### src/rtl/accum_seq_ctrl.sv
// Sequencing controller for the channel accumulator: gates N_CHANNEL beats per
// pixel, flushes the sum, holds the result until taken, repeats per job.
module accum_seq_ctrl #(
  parameter int unsigned N_CHANNEL = 8,
  parameter int unsigned CNT_WIDTH = $clog2(N_CHANNEL),
  parameter int unsigned PIX_WIDTH = 16
) (
  input  logic                 clk,
  input  logic                 rst_n,
  input  logic                 start,
  input  logic                 abort,
  input  logic [PIX_WIDTH-1:0] cfg_num_pix,
  input  logic                 in_valid,
  output logic                 in_ready,
  output logic                 rec_accum,
  output logic                 stop_accum,
  output logic                 out_valid,
  input  logic                 out_ready,
  output logic [CNT_WIDTH-1:0] ch_idx,
  output logic [PIX_WIDTH-1:0] pix_idx,
  output logic                 busy,
  output logic                 done
);

  localparam logic [CNT_WIDTH-1:0] CH_LAST = CNT_WIDTH'(N_CHANNEL - 1);

  typedef enum logic [2:0] {
    S_IDLE,
    S_ACCUM,
    S_FLUSH,
    S_OUTPUT,
    S_DONE,
    S_ABORT
  } state_t;

  state_t               state_q, state_d;
  logic [CNT_WIDTH-1:0] ch_d;
  logic [PIX_WIDTH-1:0] pix_d;
  logic [PIX_WIDTH-1:0] num_pix_q, num_pix_d;
  logic [PIX_WIDTH-1:0] pix_last;

  assign pix_last = num_pix_q - PIX_WIDTH'(1);

  // Beat acceptance is combinational so abort can veto the beat in its own cycle.
  assign in_ready  = (state_q == S_ACCUM) && !abort;
  assign rec_accum = in_valid && in_ready;

  // Next-state, counter and job-length logic.
  always_comb begin
    state_d   = state_q;
    ch_d      = ch_idx;
    pix_d     = pix_idx;
    num_pix_d = num_pix_q;
    unique case (state_q)
      S_IDLE: begin
        if (start) begin
          if (cfg_num_pix != '0) begin
            num_pix_d = cfg_num_pix;
            ch_d      = '0;
            pix_d     = '0;
            state_d   = S_ACCUM;
          end else begin
            state_d = S_DONE;
          end
        end
      end
      S_ACCUM: begin
        if (abort) begin
          state_d = S_ABORT;
        end else if (in_valid) begin
          if (ch_idx == CH_LAST) begin
            ch_d    = '0;
            state_d = S_FLUSH;
          end else begin
            ch_d = ch_idx + CNT_WIDTH'(1);
          end
        end
      end
      S_FLUSH: begin
        state_d = abort ? S_ABORT : S_OUTPUT;
      end
      S_OUTPUT: begin
        if (abort) begin
          state_d = S_ABORT;
        end else if (out_ready) begin
          if (pix_idx == pix_last) begin
            state_d = S_DONE;
          end else begin
            pix_d   = pix_idx + PIX_WIDTH'(1);
            state_d = S_ACCUM;
          end
        end
      end
      S_DONE: begin
        state_d = S_IDLE;
      end
      S_ABORT: begin
        ch_d    = '0;
        pix_d   = '0;
        state_d = S_IDLE;
      end
      default: begin
        state_d = S_IDLE;
      end
    endcase
  end

  // State, counters and registered status outputs.
  always_ff @(posedge clk or negedge rst_n) begin
    if (!rst_n) begin
      state_q    <= S_IDLE;
      ch_idx     <= '0;
      pix_idx    <= '0;
      num_pix_q  <= '0;
      stop_accum <= 1'b0;
      out_valid  <= 1'b0;
      busy       <= 1'b0;
      done       <= 1'b0;
    end else begin
      state_q    <= state_d;
      ch_idx     <= ch_d;
      pix_idx    <= pix_d;
      num_pix_q  <= num_pix_d;
      stop_accum <= (state_d == S_FLUSH) || (state_d == S_ABORT);
      out_valid  <= (state_d == S_OUTPUT);
      busy       <= (state_d != S_IDLE);
      done       <= (state_d == S_DONE);
    end
  end

endmodule
### config.mk
export PLATFORM = sky130hd
export DESIGN_NAME = accum_seq_ctrl
export DESIGN_NICKNAME = d
export VERILOG_FILES = /design/src/rtl/accum_seq_ctrl.sv
export SDC_FILE = /design/constraint.sdc
export NUM_CORES = 1
export LEC_CHECK = 0
export ABC_AREA = 1
export BUFFER_PORTS_ARGS = -buffer_cell sky130_fd_sc_hd__buf_2
export CAP_MARGIN = 20
export CORE_MARGIN = 4
export CORE_UTILIZATION = 30
export CTS_CLUSTER_DIAMETER = 80
export CTS_CLUSTER_SIZE = 10
export DETAILED_ROUTE_END_ITERATION = 7
export PLACE_DENSITY = 0.53
export SYNTH_ARGS = -nofsm -noshare
export SYNTH_HDL_FRONTEND = slang
export SYNTH_SLANG_ARGS = --single-unit
### constraint.sdc
create_clock -name clk -period 2 [get_ports clk]
set_input_delay 0.4 -clock clk [delete_from_list [all_inputs] [get_ports clk]]
set_output_delay 0.4 -clock clk [all_outputs]
set_load 0.01 [all_outputs]
Word level (Yosys, flattened, before mapping)
Cells that the tools add are included.

word-level totals
  flip-flop bits (word level) = 42
  bits of input ports = 22
  output and inout port bits = 25
  word-level logic and storage cells = 62

operators by class
  $add $sub $neg = 3
  equal/unequal tests = 17
  muxes and demuxes = 22
  reductions and logical operators = 12

operator list
  operator                                             count
  2-to-1 mux 16 bit                                    5
  case mux 16 bit (3 select lines)                     1
  2-to-1 mux 3 bit                                     14
  adder 16 x 1 -> 16 bit, second input constant        1
  equality test 16 bit                                 1
  nonzero test 16 bit                                  1
  subtractor 16 x 1 -> 16 bit, second input constant   1
  != test 2 bit, second input constant                 7
  equality test 3 x 2 -> 1 bit, second input constant  4
  equality test 3 bit, second input constant           4
  case mux 3 bit (4 select lines)                      1
  case mux 3 bit (3 select lines)                      1
  nonzero test 3 bit                                   3
  AND reduction 6 bit                                  1
  AND reduction 5 bit                                  1
  adder 3 x 1 -> 3 bit, second input constant          1
  equality test 3 x 1 -> 1 bit, second input constant  1
  zero test 3 bit                                      1
  AND reduction 3 bit                                  1
  logical AND 1 bit                                    2
  zero test 1 bit                                      1
  logical OR 1 bit                                     1

Longest topological paths before layout
  depth after elaboration = 8
  depth in mapped cells = 18
  depth with buffers taken out = 18

Least setup slack after synthesis
No wires, ideal clock.

  path kind = reg2reg
  start point = register num_pix_q[0]
  end point = register pix_idx[2]
  library setup time = 0.123 ns
  arrival time = 1.840 ns
  required time = 1.877 ns
  setup slack = 0.037 ns
  stages on the path, launching flop included = 19
  buffers on the path = 1
  period minus slack after synthesis = 1.963 ns
  path through = dfrtp_1 inv_1 ha_1 nand2_1 nor2_1 nand2_1 nand2_1 nand2_1 inv_1 nand2_1 nor2_1 nand2_1 nor2_2 nand3_2 nand2_4 inv_4 buf_6 nand2_1 o21ai_2

between the ends
  longest elaborated chain between the ends = 4

RTL lines
  what                                  RTL line  source
  from (decl)                           39        logic [PIX_WIDTH-1:0] num_pix_q, num_pix_d;
  from (signal assigned)                123       num_pix_q <= num_pix_d;
  subtractor 16 x 1 -> 16 bit           42        assign pix_last = num_pix_q - PIX_WIDTH'(1);
  equality test 16 bit                  86        if (pix_idx == pix_last) begin
  != test 2 bit (no source line)        n/a
  AND reduction 6 bit (no source line)  n/a
  to (signal assigned)                  122       pix_idx <= pix_d;
  to (decl)                             20        output logic [PIX_WIDTH-1:0] pix_idx,

No other way between the ends.
A chain may end at the register's enable or synchronous reset.

Final worst setup path
  start point = register num_pix_q[0]
  end point = register pix_idx[3]

Same word-level chain as after synthesis.

==> impl_metrics.toml <==
[timing]
worst_slew_pin_slew_ns = 0.547
setup_ws_ns = -0.0448
rsz0062_at_grt = "yes"
finalCritPeriodShare_pct = 102
post-route-min-period_ns = 2.04
worst_hold_slack_ns = 0.0803
hold_violations = 0
maxSlewHeadroom_pct = 63.5
setup_viol = 18
maxSlewViolCount = 0
finalSetupTns_ns = -0.479
skew_ns = 0.00818
timing.fmax_ghz = 0.489

[drt]
drt-met1-wl_um = 3800
dr.pass1.iters = 4
wl_met3_um = 370
wl_um = 8150
num_vias = 2880
via_per_inst = 4.62
drcViolationCount = 0
routedWlPerCell_um = 13.1
drt_iter0_drc = 153
wl_met2_um = 3910
ant_nets = 0
topRoutingLayerUsed = "met4"

[cts]
cts_tree = "built"
cts_root_buf = "clkbuf_8"
numCtsBuffers = 5
cts_buffer_depth = 2
clkLatencyLatePin_ns = 0.29
cts_hold_buf = 0
clock_sinks = 42
clk_transition_reported_paths_ns = 0.08
h-tree-depth = 2

[pwr]
p_clk_share_pct = 14.0
switching_share_pct = 46.1
p_per_area_mw_per_mm2 = 1040
power_frac_seq_pct = 33.8
combPwrFrac_pct = 52.2
internal_power_w = 0.00203
switching_power_w = 0.00174
p_leak_nw = 1.79
vdd_ir_drop_max_mv = 0.427

[synth]
yosysTopAreaCell = "dfrtp_1"
synth.area.top_cells = "dfrtp_1 37%, nand2_1 18%, nor2_1 7.0%"
ys_seq_area_share_pct = 36.6
ys_ff_latch = 42
netlist_instances = 420
yosys_warnings = 0
yosysUniqueCellTypes = 33
yosysTopAreaCellShare_pct = 36.6
netlist_area_mm2 = 0.00288
synthesis.nets = 446
syn_area_per_cell_um2 = 6.85

[cells_and_area]
nNetsFinal = 521
synthToLayoutAreaGrowth_pct = 26.2
final_common_cell = "nand2_1"
mostFrequentLayoutCells = "124 x nand2_1, 50 x nor2_1, 46 x inv_1, 46 x buf_2, 42 x dfrtp_1"
drive_gt1_share_pct = 26.3
diodes = 0
design_area_mm2 = 0.00363

[setup_path]
reg2reg_from = "num_pix_q[0]"
crit_buf_inv = 3
r2r_setup_slack_ns = -0.04
reg2reg_depth = 17
critPathTopFamily = "simple AND/OR/NAND/NOR gates"
crit_slowest_cell = "dfrtp_1"
worstReg2RegEnd = "pix_idx[3]"
crit_required_ns = 2.19
slowest_delay_ns = 0.37
crit_path_max_fanout = 14
startpoint_type = "flop"
crit_top_cell = "nand2_1"
cp.arrival_ns = 2.24
crit_type = "reg2reg"
path_cells = "inv_2 > ha_4 > inv_2 > nand2_1 > nand2_1 > nor2_1 > nand2_1 > nor2_2 > nand2_1 > nor2_1 > nand2_1 > nor2_4 > nand3_4 > nand2_8 > inv_8 > nand2_2 > o21ai_2"
end_kind = "flop"

[run_status]
violations = "setup timing"
outcome = "complete, but fails checks"

[die]
die_h_um = 106
initial_utilization_pct = 31.0
die_x_um = 106
io-pin-count = 47
dieArea_mm2 = 0.0112
fp-row-count = 35
fp.coreArea_mm2 = 0.00928

[min_path]
min_path_type = "in2async"

[global_routing]
grt_pass1_wl_um = 13400
grt_max_degree = 29
antenna_found_initial = 0
grtUsageTotal_pct = 14.6
grt-ovfl-total = 0
grt_pass1_vias = 2850

[placed_design]
numPortBuffers = 46
dp_hpwl_um = 6340
preCtsSetupSlack_ns = -0.101
place.gp.congestion = 0.899
place_area_mm2 = 0.00340

[flow_run]
max_cap_viol_count = 0
==> power groups by stage <==
stage               logic [W]  registers, W  clock network, W
global route          0.00225       0.00131          0.000586
global placement      0.00168       0.00128                 0
CTS                   0.00176       0.00128          0.000556
finish                0.00197       0.00128          0.000529
floorplan             0.00124       0.00126                 0
detailed placement    0.00169       0.00128                 0
==> timing repair <==
item | in CTS | in global routing
setup buffers | 0 | 2
gates resized for setup | 9 | 28
cloned | 0 | 2
setup endpoints to repair | 19 | 21
pin swaps | 4 | 14
==> cells in the mapped netlist, drive strengths merged <==
cell         instances
nor3                10
ha                   4
a21oi                4
a21boi               1
nor2                60
clkbuf               2
nand2              143
dlygate4sd1          1
nand4                6
nand2b               1
dfrtp               42
xor2                18
a2111oi              1
clkinv               1
a22o                 1
nor4                 2
buf                  2
nand3               31
xnor2                1
and2                 2
a31oi                1
o21ai               32
nand3b               3
o22ai                1
inv                 50
==> how the worst max path moves through the flow <==
stage	startpoint	to	slack (ns)	cells past startpoint
2_1_floorplan	num_pix_q[0]	pix_idx[2]	0.04	18
3_3_place_gp	num_pix_q[1]	pix_idx[1]	-0.06	15
3_5_place_dp	num_pix_q[0]	pix_idx[5]	-0.10	15
4_1_cts	num_pix_q[1]	pix_idx[5]	-0.01	17
5_1_grt	num_pix_q[1]	busy	-0.28	17
6_report	num_pix_q[0]	pix_idx[3]	-0.04	17
==> layout make-up <==
cell class                 count  area [um2]
clock buffer                   7        76.3
fill                        1047        5650
inverter                      51         204
multi-input combinational    322        1690
sequential                    42        1050
tap                          129         161
timing repair buffer          71         425
timing repair inverter         2        20.0
==> routing by layer <==
metal | up-vias | track usage [%]
met5 | - | 0
met1 | 1330 | 19.4
met3 | 7 | 2.79
met4 | 0 | 2.96
met2 | 62 | 24.9
li1 | 1481 | -
==> registers in the layout, summed over array words and instances, names as in the netlist <==
register / flops
state_q: 3
pix_idx: 16
out_valid: 1
stop_accum: 1
done: 1
busy: 1
num_pix_q: 16
ch_idx: 3
==> logic make-up (layout without fill, tap and decap cells) <==
family	Yosys count	after routing	share of synthesized area, %
buffers and inverters	56	131	8.09
XOR/XNOR	19	19	5.79
flip-flops	42	42	36.6
adder cells (fa/ha/maj)	4	4	1.74
AND/OR/NAND/NOR	258	258	38.6
AO/OA/AOI/OAI	41	41	9.27
==> through the flow <==
stage	std cells	power, W	util (%)
floorplan	420	0.00250	-
global placement	613	0.00296	36.6
detailed placement	613	0.00298	36.6
CTS	620	0.00359	37.7
global route	624	0.00415	39.1
finish	624	0.00377	39.1
(Power assumes the default switching activity.)
